`src/rtl/host_cmd_responder.sv`:
```
// Host register command decoder: streams BRAM writes/reads, launches the engine and times the run.
// WRITE lands 1 cycle after sampling, READ data 2 cycles after; no backpressure, commands sampled every edge.
module host_cmd_responder #(
   parameter int REG_WIDTH  = 32,
   parameter int ADDR_WIDTH = 12
) (
   input  logic                  clk,
   input  logic                  rst_n,
   input  logic [REG_WIDTH-1:0]  cmd_register,
   input  logic [REG_WIDTH-1:0]  address_register,
   input  logic [REG_WIDTH-1:0]  data_in_register,
   input  logic [REG_WIDTH-1:0]  start_cc_pointer_register,
   input  logic [REG_WIDTH-1:0]  end_cc_pointer_register,
   output logic [REG_WIDTH-1:0]  status_register,
   output logic [REG_WIDTH-1:0]  data_o_register,
   output logic                  mem_we,
   output logic [ADDR_WIDTH-1:0] mem_addr,
   output logic [REG_WIDTH-1:0]  mem_wdata,
   input  logic [REG_WIDTH-1:0]  mem_rdata,
   output logic                  engine_start,
   output logic                  engine_abort,
   output logic [REG_WIDTH-1:0]  engine_start_cc,
   output logic [REG_WIDTH-1:0]  engine_end_cc,
   input  logic                  engine_done,
   input  logic                  engine_accept
);

   typedef enum logic [2:0] {
      ST_IDLE     = 3'd0,
      ST_RUNNING  = 3'd1,
      ST_ACCEPTED = 3'd2,
      ST_REJECTED = 3'd3,
      ST_ERROR    = 3'd4
   } state_e;

   typedef enum logic [2:0] {
      CMD_NOP     = 3'd0,
      CMD_WRITE   = 3'd1,
      CMD_READ    = 3'd2,
      CMD_START   = 3'd3,
      CMD_RESET   = 3'd4,
      CMD_ELAPSED = 3'd5
   } cmd_e;

   state_e                state_q, state_d;
   cmd_e                  cmd, prev_cmd_q, prev_cmd_d;
   logic [REG_WIDTH-1:0]  counter_q, counter_d;
   logic [REG_WIDTH-1:0]  data_o_q, data_o_d;
   logic                  mem_we_q, mem_we_d;
   logic [ADDR_WIDTH-1:0] mem_addr_q, mem_addr_d;
   logic [REG_WIDTH-1:0]  mem_wdata_q, mem_wdata_d;
   logic                  start_q, start_d;
   logic                  abort_q, abort_d;
   logic [REG_WIDTH-1:0]  start_cc_q, start_cc_d;
   logic [REG_WIDTH-1:0]  end_cc_q, end_cc_d;
   logic                  rd1_q, rd1_d;
   logic                  rd2_q, rd2_d;
   logic                  unused_addr_bits;

   assign unused_addr_bits = ^address_register[REG_WIDTH-1:ADDR_WIDTH];

   always_comb begin
      cmd = CMD_NOP;
      case (cmd_register)
         REG_WIDTH'(1): cmd = CMD_WRITE;
         REG_WIDTH'(2): cmd = CMD_READ;
         REG_WIDTH'(3): cmd = CMD_START;
         REG_WIDTH'(4): cmd = CMD_RESET;
         REG_WIDTH'(5): cmd = CMD_ELAPSED;
         default:       cmd = CMD_NOP;
      endcase
   end

   always_comb begin
      state_d     = state_q;
      prev_cmd_d  = cmd;
      counter_d   = counter_q;
      data_o_d    = data_o_q;
      mem_we_d    = 1'b0;
      mem_addr_d  = mem_addr_q;
      mem_wdata_d = mem_wdata_q;
      start_d     = 1'b0;
      abort_d     = 1'b0;
      start_cc_d  = start_cc_q;
      end_cc_d    = end_cc_q;
      rd1_d       = 1'b0;
      rd2_d       = rd1_q;

      // Read data returns two edges after the address was sampled.
      if (rd2_q) begin
         data_o_d = mem_rdata;
      end

      if (state_q == ST_RUNNING) begin
         if (counter_q != '1) begin
            counter_d = counter_q + 1'b1;
         end
         if (engine_done) begin
            state_d = engine_accept ? ST_ACCEPTED : ST_REJECTED;
         end
      end

      case (cmd)
         CMD_RESET: begin
            state_d   = ST_IDLE;
            counter_d = '0;
            data_o_d  = '0;
            abort_d   = (state_q == ST_RUNNING);
            rd1_d     = 1'b0;
            rd2_d     = 1'b0;
         end
         CMD_ELAPSED: begin
            data_o_d = counter_q;
         end
         CMD_WRITE: begin
            if (state_q != ST_RUNNING) begin
               mem_we_d    = 1'b1;
               mem_addr_d  = address_register[ADDR_WIDTH-1:0];
               mem_wdata_d = data_in_register;
            end
         end
         CMD_READ: begin
            if (state_q != ST_RUNNING) begin
               mem_addr_d = address_register[ADDR_WIDTH-1:0];
               rd1_d      = 1'b1;
            end
         end
         CMD_START: begin
            if (state_q != ST_RUNNING && prev_cmd_q != CMD_START) begin
               if (end_cc_pointer_register < start_cc_pointer_register) begin
                  state_d = ST_ERROR;
               end else begin
                  state_d    = ST_RUNNING;
                  start_d    = 1'b1;
                  counter_d  = '0;
                  start_cc_d = start_cc_pointer_register;
                  end_cc_d   = end_cc_pointer_register;
               end
            end
         end
         default: ;
      endcase
   end

   always_ff @(posedge clk or negedge rst_n) begin
      if (!rst_n) begin
         state_q     <= ST_IDLE;
         prev_cmd_q  <= CMD_NOP;
         counter_q   <= '0;
         data_o_q    <= '0;
         mem_we_q    <= 1'b0;
         mem_addr_q  <= '0;
         mem_wdata_q <= '0;
         start_q     <= 1'b0;
         abort_q     <= 1'b0;
         start_cc_q  <= '0;
         end_cc_q    <= '0;
         rd1_q       <= 1'b0;
         rd2_q       <= 1'b0;
      end else begin
         state_q     <= state_d;
         prev_cmd_q  <= prev_cmd_d;
         counter_q   <= counter_d;
         data_o_q    <= data_o_d;
         mem_we_q    <= mem_we_d;
         mem_addr_q  <= mem_addr_d;
         mem_wdata_q <= mem_wdata_d;
         start_q     <= start_d;
         abort_q     <= abort_d;
         start_cc_q  <= start_cc_d;
         end_cc_q    <= end_cc_d;
         rd1_q       <= rd1_d;
         rd2_q       <= rd2_d;
      end
   end

   assign status_register = {{(REG_WIDTH-3){1'b0}}, state_q};
   assign data_o_register = data_o_q;
   assign mem_we          = mem_we_q;
   assign mem_addr        = mem_addr_q;
   assign mem_wdata       = mem_wdata_q;
   assign engine_start    = start_q;
   assign engine_abort    = abort_q;
   assign engine_start_cc = start_cc_q;
   assign engine_end_cc   = end_cc_q;

endmodule

```
`config.mk`:
```
export PLATFORM = sky130hd
export DESIGN_NAME = host_cmd_responder
export DESIGN_NICKNAME = d
export VERILOG_FILES = /design/src/rtl/host_cmd_responder.sv
export SDC_FILE = /design/constraint.sdc
export NUM_CORES = 1
export LEC_CHECK = 0
export ABC_AREA = 1
export CAP_MARGIN = 20
export CORE_MARGIN = 5
export CORE_UTILIZATION = 31
export DETAILED_ROUTE_END_ITERATION = 10
export PLACE_DENSITY_LB_ADDON = 0.25
export SYNTH_ARGS = -nofsm -noshare
export SYNTH_HDL_FRONTEND = slang
export SYNTH_SLANG_ARGS = --single-unit
```
`constraint.sdc`:
```
create_clock -name clk -period 3.3 [get_ports clk]
set_input_delay 0.33 -clock clk [delete_from_list [all_inputs] [get_ports clk]]
set_output_delay 0.33 -clock clk [all_outputs]
set_load 0.03 [all_outputs]
```
==> results of run 1 <==
state kept, by name, indices dropped and copies added (netlist names), 3 cells and up:
name	flops
engine_end_cc	32
state_q	3
data_o_register	32
prev_cmd_q	3
mem_addr	12
engine_start_cc	32
counter_q	32
mem_wdata	32
routing by layer:
| metal | part of all wire (%) | vias to the layer above | GRT usage [%] |
|---|---|---|---|
| li1 | - | 4079 | - |
| met1 | 41 | 3695 | 19.95 |
| met2 | 50 | 226 | 27.65 |
| met3 | 7.4 | 37 | 5.778 |
| met4 | 2.3 | 2 | 5.087 |
| met5 | 0.046 | - | 0 |
worst reg2reg max path: stages (launching register included):
cell and delay [ns]:
dfrtp_1 0.46, ha_1 0.24, inv_1 0.11, nor2_1 0.06
nand2_1 0.17, nor2_4 0.07, nand3_1 0.13, nand2_2 0.13
inv_2 0.17, nand2_1 0.11, nor2_2 0.25, nand2_1 0.09
nand2_1 0.07, nand2_1 0.05, a21oi_2 0.10
final cells by class:
cell class	count	share of cell area, %
well taps	390	3.619
repair buffers	339	25.25
clock buffers	19	3.360
flip-flops and latches	183	33.97
clock inverters	13	1.021
multi-input cells	796	30.56
inverters	79	2.218
logic make-up (layout without fill, tap and decap cells):
| logic type | Yosys count | in the layout | share of synthesized area, % |
|---|---|---|---|
| adders and majority gates | 32 | 32 | 4.279 |
| AOI/OAI and AO/OA | 130 | 130 | 9.642 |
| buffers and inverters | 149 | 450 | 8.144 |
| DFF | 183 | 183 | 48.94 |
| muxes | 13 | 13 | 1.551 |
| and+or+nand+nor | 565 | 565 | 24.87 |
| other | 1 | 29 | 0.04008 |
| xor gates and xnor gates | 27 | 27 | 2.527 |
path summary, 6_finish.rpt:
path / cells past startpoint / start / to
worst max-delay path: 14 / start_cc_pointer_register[31] / engine_end_cc[10]
min in group asynchronous: 2 / rst_n / data_o_register[23]
worst min register to register: 2 / engine_end_cc[3] / engine_end_cc[3]
worst max register to register: 14 / counter_q[0] / counter_q[25]
worst min-delay path: 3 / data_in_register[2] / mem_wdata[2]
max in group asynchronous: 3 / rst_n / rd2_q
layout by cell type, fill, tap and decap left out, drive strengths merged:
cell type | synthesis | routed
a21oi | 50 | 50
a31o | 1 | 1
a31oi | 32 | 32
buf | 55 | 17
bufinv | 0 | 1
clkbuf | 15 | 20
clkdlybuf4s50 | 0 | 320
clkinv | 0 | 4
clkinvlp | 0 | 1
conb | 1 | 29
dfrtp | 183 | 183
dlygate4sd3 | 0 | 1
ha | 32 | 32
inv | 79 | 86
mux2 | 12 | 12
mux2i | 1 | 1
nand2 | 398 | 398
nand3 | 27 | 27
nand3b | 1 | 1
nand4 | 16 | 16
nor2 | 105 | 105
nor3 | 14 | 14
nor4 | 2 | 2
o21a | 2 | 2
o21ai | 45 | 45
or2 | 2 | 2
xnor2 | 11 | 11
xor2 | 16 | 16
power breakdown:
group | leakage, µW | total, µW | internal [µW] | switching (µW)
Combinational | 0.00390 | 547 | 281 | 266
Sequential | 0.00231 | 2270 | 2260 | 11.0
Clock | 0.000291 | 2110 | 1110 | 994
Total | 0.00651 | 4920 | 3650 | 1270
through the flow:
stage | total power, µW | cells | setup slack (ns) | instance area [µm²]
2_1_floorplan | 2549 | 1128 | 1.411 | 9462
3_3_place_gp | 2864 | 1786 | 0.4289 | 12880
3_5_place_dp | 2869 | 1786 | 0.3975 | 12880
4_1_cts | 5007 | 1819 | 0.8496 | 13480
5_1_grt | 5140 | 1819 | 0.6447 | 13480
6_report | 4924 | 1819 | 0.9486 | 13480
timing repair:
item,CTS,global route
setup buffers,0,0
hold buffers,1,0
resized for setup,0,0
hold endpoints to repair,30,0
==> run summary, run 1 <==
I/O Buffers: 321
CTS Buf Count: 17
CTS tree: built
Dominant cell by count in the synthesized netlist: nand2_1
Placer congestion estimate: 0.8619
Post-DP HPWL: 21.24 mm
CP Launch Type: input pin
Starting Density: 31.48%
Netlist cell types: 40
Vias: 8039
RSZ-0062 raised after global routing: false
Setup Crit Path Kind: in -> reg
ANT nets after route: 0
Register area share after synthesis: 48.94%
DR DRC count: 0
Post-synth top area share: 48.94%
DR vias/cell: 4.419
Vias in the first global route: 8245
First-pass GRT wire length: 44.59 mm
Synth Warn #: 0
Routed length per instance: 15.51 µm
CP delay by family, top: simple AND/OR/NAND/NOR gates
FF+latch area: 4579 µm²
Fin util: 45.37%
Cell Area, Synth: 9356 µm²
Clock-pin slew on the worst setup and hold paths: 0.08 ns
Grt total ovfl: 0
Buf/Inv on CP: 3
Die Width: 183.7 µm
Top FF cell, synth: dfrtp_1
Max Freq: 425.3 MHz
Max_slew headroom: 48.95%
CTS Buffer Depth: 2
Most used cell, CP: nand2_1
Critical Path Sink Type: flop
Cell row count: 63
I/O pins: 371
Die area: 33760 µm²
Flops & latches, synth: 183
Final setup TNS: 0 ns
Drt initial violations: 351
Crit Path Max Fanout: 21
Global Route Usage Sum: 16.47%
Synth top area cells: dfrtp_1, nand2_1, ha_1, nor2_1, buf_4
Syn Area/Cell: 8.506 µm²
Area of the multi-input gates: 4120 µm²
Skew final: 0.02121 ns
Layout fillers: 2909
Cell Pwr Density: 365.3 nW/µm²
Final worst path period share: 71.26%
CP peak stage delay: 0.45 ns
Minimum clock period: 2.351 ns
Share of cells above drive strength 1: 8.887%
Worst-skew pair later-pin latency: 0.44 ns
Worst path required time: 3.67 ns
Lkg Pwr: 0.006509 µW
Post-synth EDFFs: 0
DRT Wirelength: 28.22 mm
Least-Margin Pin Slew: 0.7658 ns
DRT Pass-1 Iters: 5
Worst Hold Class: in -> reg
Syn-to-layout area delta: 44.09%
Sink Count: 183
Hold_ws: 0.4170 ns
H-Tree Depth: 4
Antenna cells: 0
FFs w/ async S/R, synth: 100.0%
Largest net degree at the start of global routing: 88
Final Hold Vio Count: 0
Crit path arrival time: 2.72 ns
Synth area leader: dfrtp_1
R2R setup slack: 1.03 ns
Initial antenna violation count: 1
Max-cap violation count: 0
Max VDD drop: 0.0003146 V
Nets@finish: 1644
CTS Root Cell: clkbuf_16
Critical Path Slowest Stage Cell: clkdlybuf4s50_1
Syn Inst Count: 1100
Max-slew violations: 0
CORE AREA: 29720 µm²
CP cell instances: clkdlybuf4s50_1, inv_1, ha_1, nand2_1, nor2_1, nand2_1, nor4_1, nand2_1, nand2_1, nand2_1, nor2_4, buf_12, nand2_1, nand2_1
Final setup violation count: 0
Chip height: 183.7 µm
Run status: finished clean
Most common library cells after synthesis: nand2_1, dfrtp_1, nor2_1, inv_1, o21ai_0
(Power assumes the default switching activity.)
==> inputs of run 2 (changes only) <==
==> constraint.sdc (replaced) <==
create_clock -name clk -period 2.4 [get_ports clk]
set_input_delay 0.24 -clock clk [delete_from_list [all_inputs] [get_ports clk]]
set_output_delay 0.24 -clock clk [all_outputs]
set_load 0.03 [all_outputs]
==> run summary, run 2 (synthesis gave the netlist of run 1 again) <==
Run status: finished clean
Initial antenna violation count: 2 (+1)
Most common cell after layout, fill and taps aside: nand2_1
Worst-skew pair later-pin latency: 0.43 ns (about the same)
Critical Path Slowest Stage Cell: dfrtp_1
Worst R2R Path Depth: 14 (unchanged)
CP peak stage delay: 0.45 ns (about the same)
Placed cell count: 1822 (+2.0%)
Placer congestion estimate: 0.8617 (about the same)
Sink Count: 183 (unchanged)
Hold EP: mem_wdata[10]
Starting Density: 31.48% (unchanged)
DRT Pass-1 Iters: 5 (unchanged)
Post-DP HPWL: 21.66 mm (+2.0%)
CTS Buf Count: 17 (unchanged)
Setup Crit Path Kind: reg -> reg
Max-cap violation count: 0 (unchanged)
Max-slew violations: 0 (unchanged)
Die Width: 183.7 µm (unchanged)
Cell row count: 63 (unchanged)
CP Launch Type: flop
H-Tree Depth: 4 (unchanged)
Final Hold Vio Count: 0 (unchanged)
Antenna cells: 0 (unchanged)
Max VDD drop: 0.0004096 V (+30%)
Lkg Pwr: 0.006707 µW (+3.0%)
Minimum clock period: 2.228 ns
Final cell count without fillers: 1855 (+2.0%)
CORE AREA: 29720 µm² (unchanged)
Clock-pin slew on the worst setup and hold paths: 0.08 ns (about the same)
Cell Pwr Density: 487.3 nW/µm² (+33%)
CP cell instances: ha_1, inv_1, nor2_1, nand2_1, nor2_4, nand3_1, nand2_2, inv_2, nand2_1, nor2_1, nand2_1, nand2_1, nand2_1, a21oi_2
DR DRC count: 0 (unchanged)
Skew final: 0.02070 ns (-0.0005160 ns)
I/O Buffers: 321 (unchanged)
Largest net degree at the start of global routing: 75 (-15%)
Finished Cell Area: 13840 µm² (+2.6%)
CTS Buffer Depth: 2 (unchanged)
Hold_ws: 0.3290 ns (-0.08806 ns)
Drt initial violations: 279 (-21%)
Least-Margin Pin Slew: 0.5683 ns (-0.1974 ns)
CTS Root Cell: clkbuf_16
Hold Crit Start: data_in_register[10]
Die area: 33760 µm² (unchanged)
Total power: 6742 µW (+37%)
ANT nets after route: 0 (unchanged)
Most used cell, CP: nand2_1
Syn-to-layout area delta: 47.87%
R2R setup slack: 0.17 ns (-0.86 ns)
Chip height: 183.7 µm (unchanged)
Routed length per instance: 15.16 µm (-2.2%)
Grt total ovfl: 0 (unchanged)
Final worst path period share: 92.84%
Max Freq: 448.8 MHz
DR vias/cell: 4.418 (about the same)
I/O pins: 371 (unchanged)
Placed cell area: 13230 µm² (+2.7%)
Final setup violation count: 0 (unchanged)
Hold Path Cell Cnt: 3 (unchanged)
Global Route Usage Sum: 16.28% (-0.19 points)
Max_slew headroom: 62.11% (+13 points)
Worst r2r dst: counter_q[29]
First-pass GRT wire length: 44.58 mm (about the same)
Crit path arrival time: 2.59 ns (-0.13 ns)
Worst r2r src: counter_q[1]
Leading cell types in the layout, fill and taps excluded: nand2_1, clkdlybuf4s50_1, dfrtp_1
Nets@finish: 1680 (+2.2%)
CTS tree: built
Worst Hold Class: in -> reg
Share of cells above drive strength 1: 11.19% (+2.3 points)
Vias: 8196 (+2.0%)
Critical Path Sink Type: flop
Crit Path Max Fanout: 8 (-62%)
DRT Wirelength: 28.13 mm (-0.30%)
Worst path required time: 2.76 ns (-0.91 ns)
Vias in the first global route: 8386 (+1.7%)
## run 2: cell types whose count changed in the layout (fill, tap and decap cells not counted), sizes merged
| cell | before | now |
|---|---|---|
| buf | 17 | 53 |
| clkbuf | 20 | 18 |
| clkinvlp | 1 | 2 |
| inv | 86 | 87 |
## run 2: critical path: cells and delay by family (launching register included)
kind	cells	cell delay [ns]
flip-flops	1	0.45
AO/OA/AOI/OAI	1	0.09
adder cells (fa/ha/maj)	1	0.23
AND/OR/NAND/NOR	10	1.12
buffers and inverters	2	0.27
## run 2: stage by stage
step	worst slack [ns]	setup TNS [ns]	utilization, %
2_1_floorplan	0.6008	0	-
3_3_place_gp	-0.3193	-34.03	44.44
3_5_place_dp	-0.3191	-26.76	44.53
4_1_cts	0.1330	0	46.54
5_1_grt	-0.02793	-0.1148	46.56
6_report	0.1717	0	46.56
## run 2: where the power goes
| part | switching [µW] | internal (µW) |
|---|---|---|
| Combinational | 372 | 413 |
| Clock | 1350 | 1480 |
| Sequential | 15.0 | 3110 |
## run 2: worst max path at each step
stage	cells after the start	slack, ns	to	from
final	14	0.17	counter_q[29]	counter_q[1]
after detailed placement	14	-0.32	engine_end_cc[26]	start_cc_pointer_register[31]
after CTS	13	0.13	counter_q[1]	start_cc_pointer_register[31]
after floorplan	12	0.60	counter_q[0]	start_cc_pointer_register[31]
after global routing	14	-0.03	engine_end_cc[26]	start_cc_pointer_register[31]
after global placement	14	-0.32	engine_end_cc[26]	start_cc_pointer_register[31]
## run 2: area by class of cell
type                    instances  area, µm²
inverters                      79      299.0
well taps                     390      488.0
clock buffers                  17      425.4
repair buffers                375       3757
flip-flops and latches        183       4579
multi-input cells             796       4126
fillers                      2884      15880
clock inverters                15      160.2
## run 2: repair_timing
item / CTS / global route
buffers inserted: 0 / 0
endpoints found under the setup margin: 0 / 97
resized for setup: 0 / 1
hold buffers: 1 / 0
hold endpoints to repair: 60 / 0
## run 2: per-layer routing
metal / vias to the layer above / track usage, % / share of wire [%]
met5: - / 0 / 0.096
met4: 4 / 4.318 / 2.1
met3: 35 / 5.956 / 7.6
met2: 219 / 27.43 / 49
met1: 3779 / 19.79 / 41
li1: 4159 / - / -
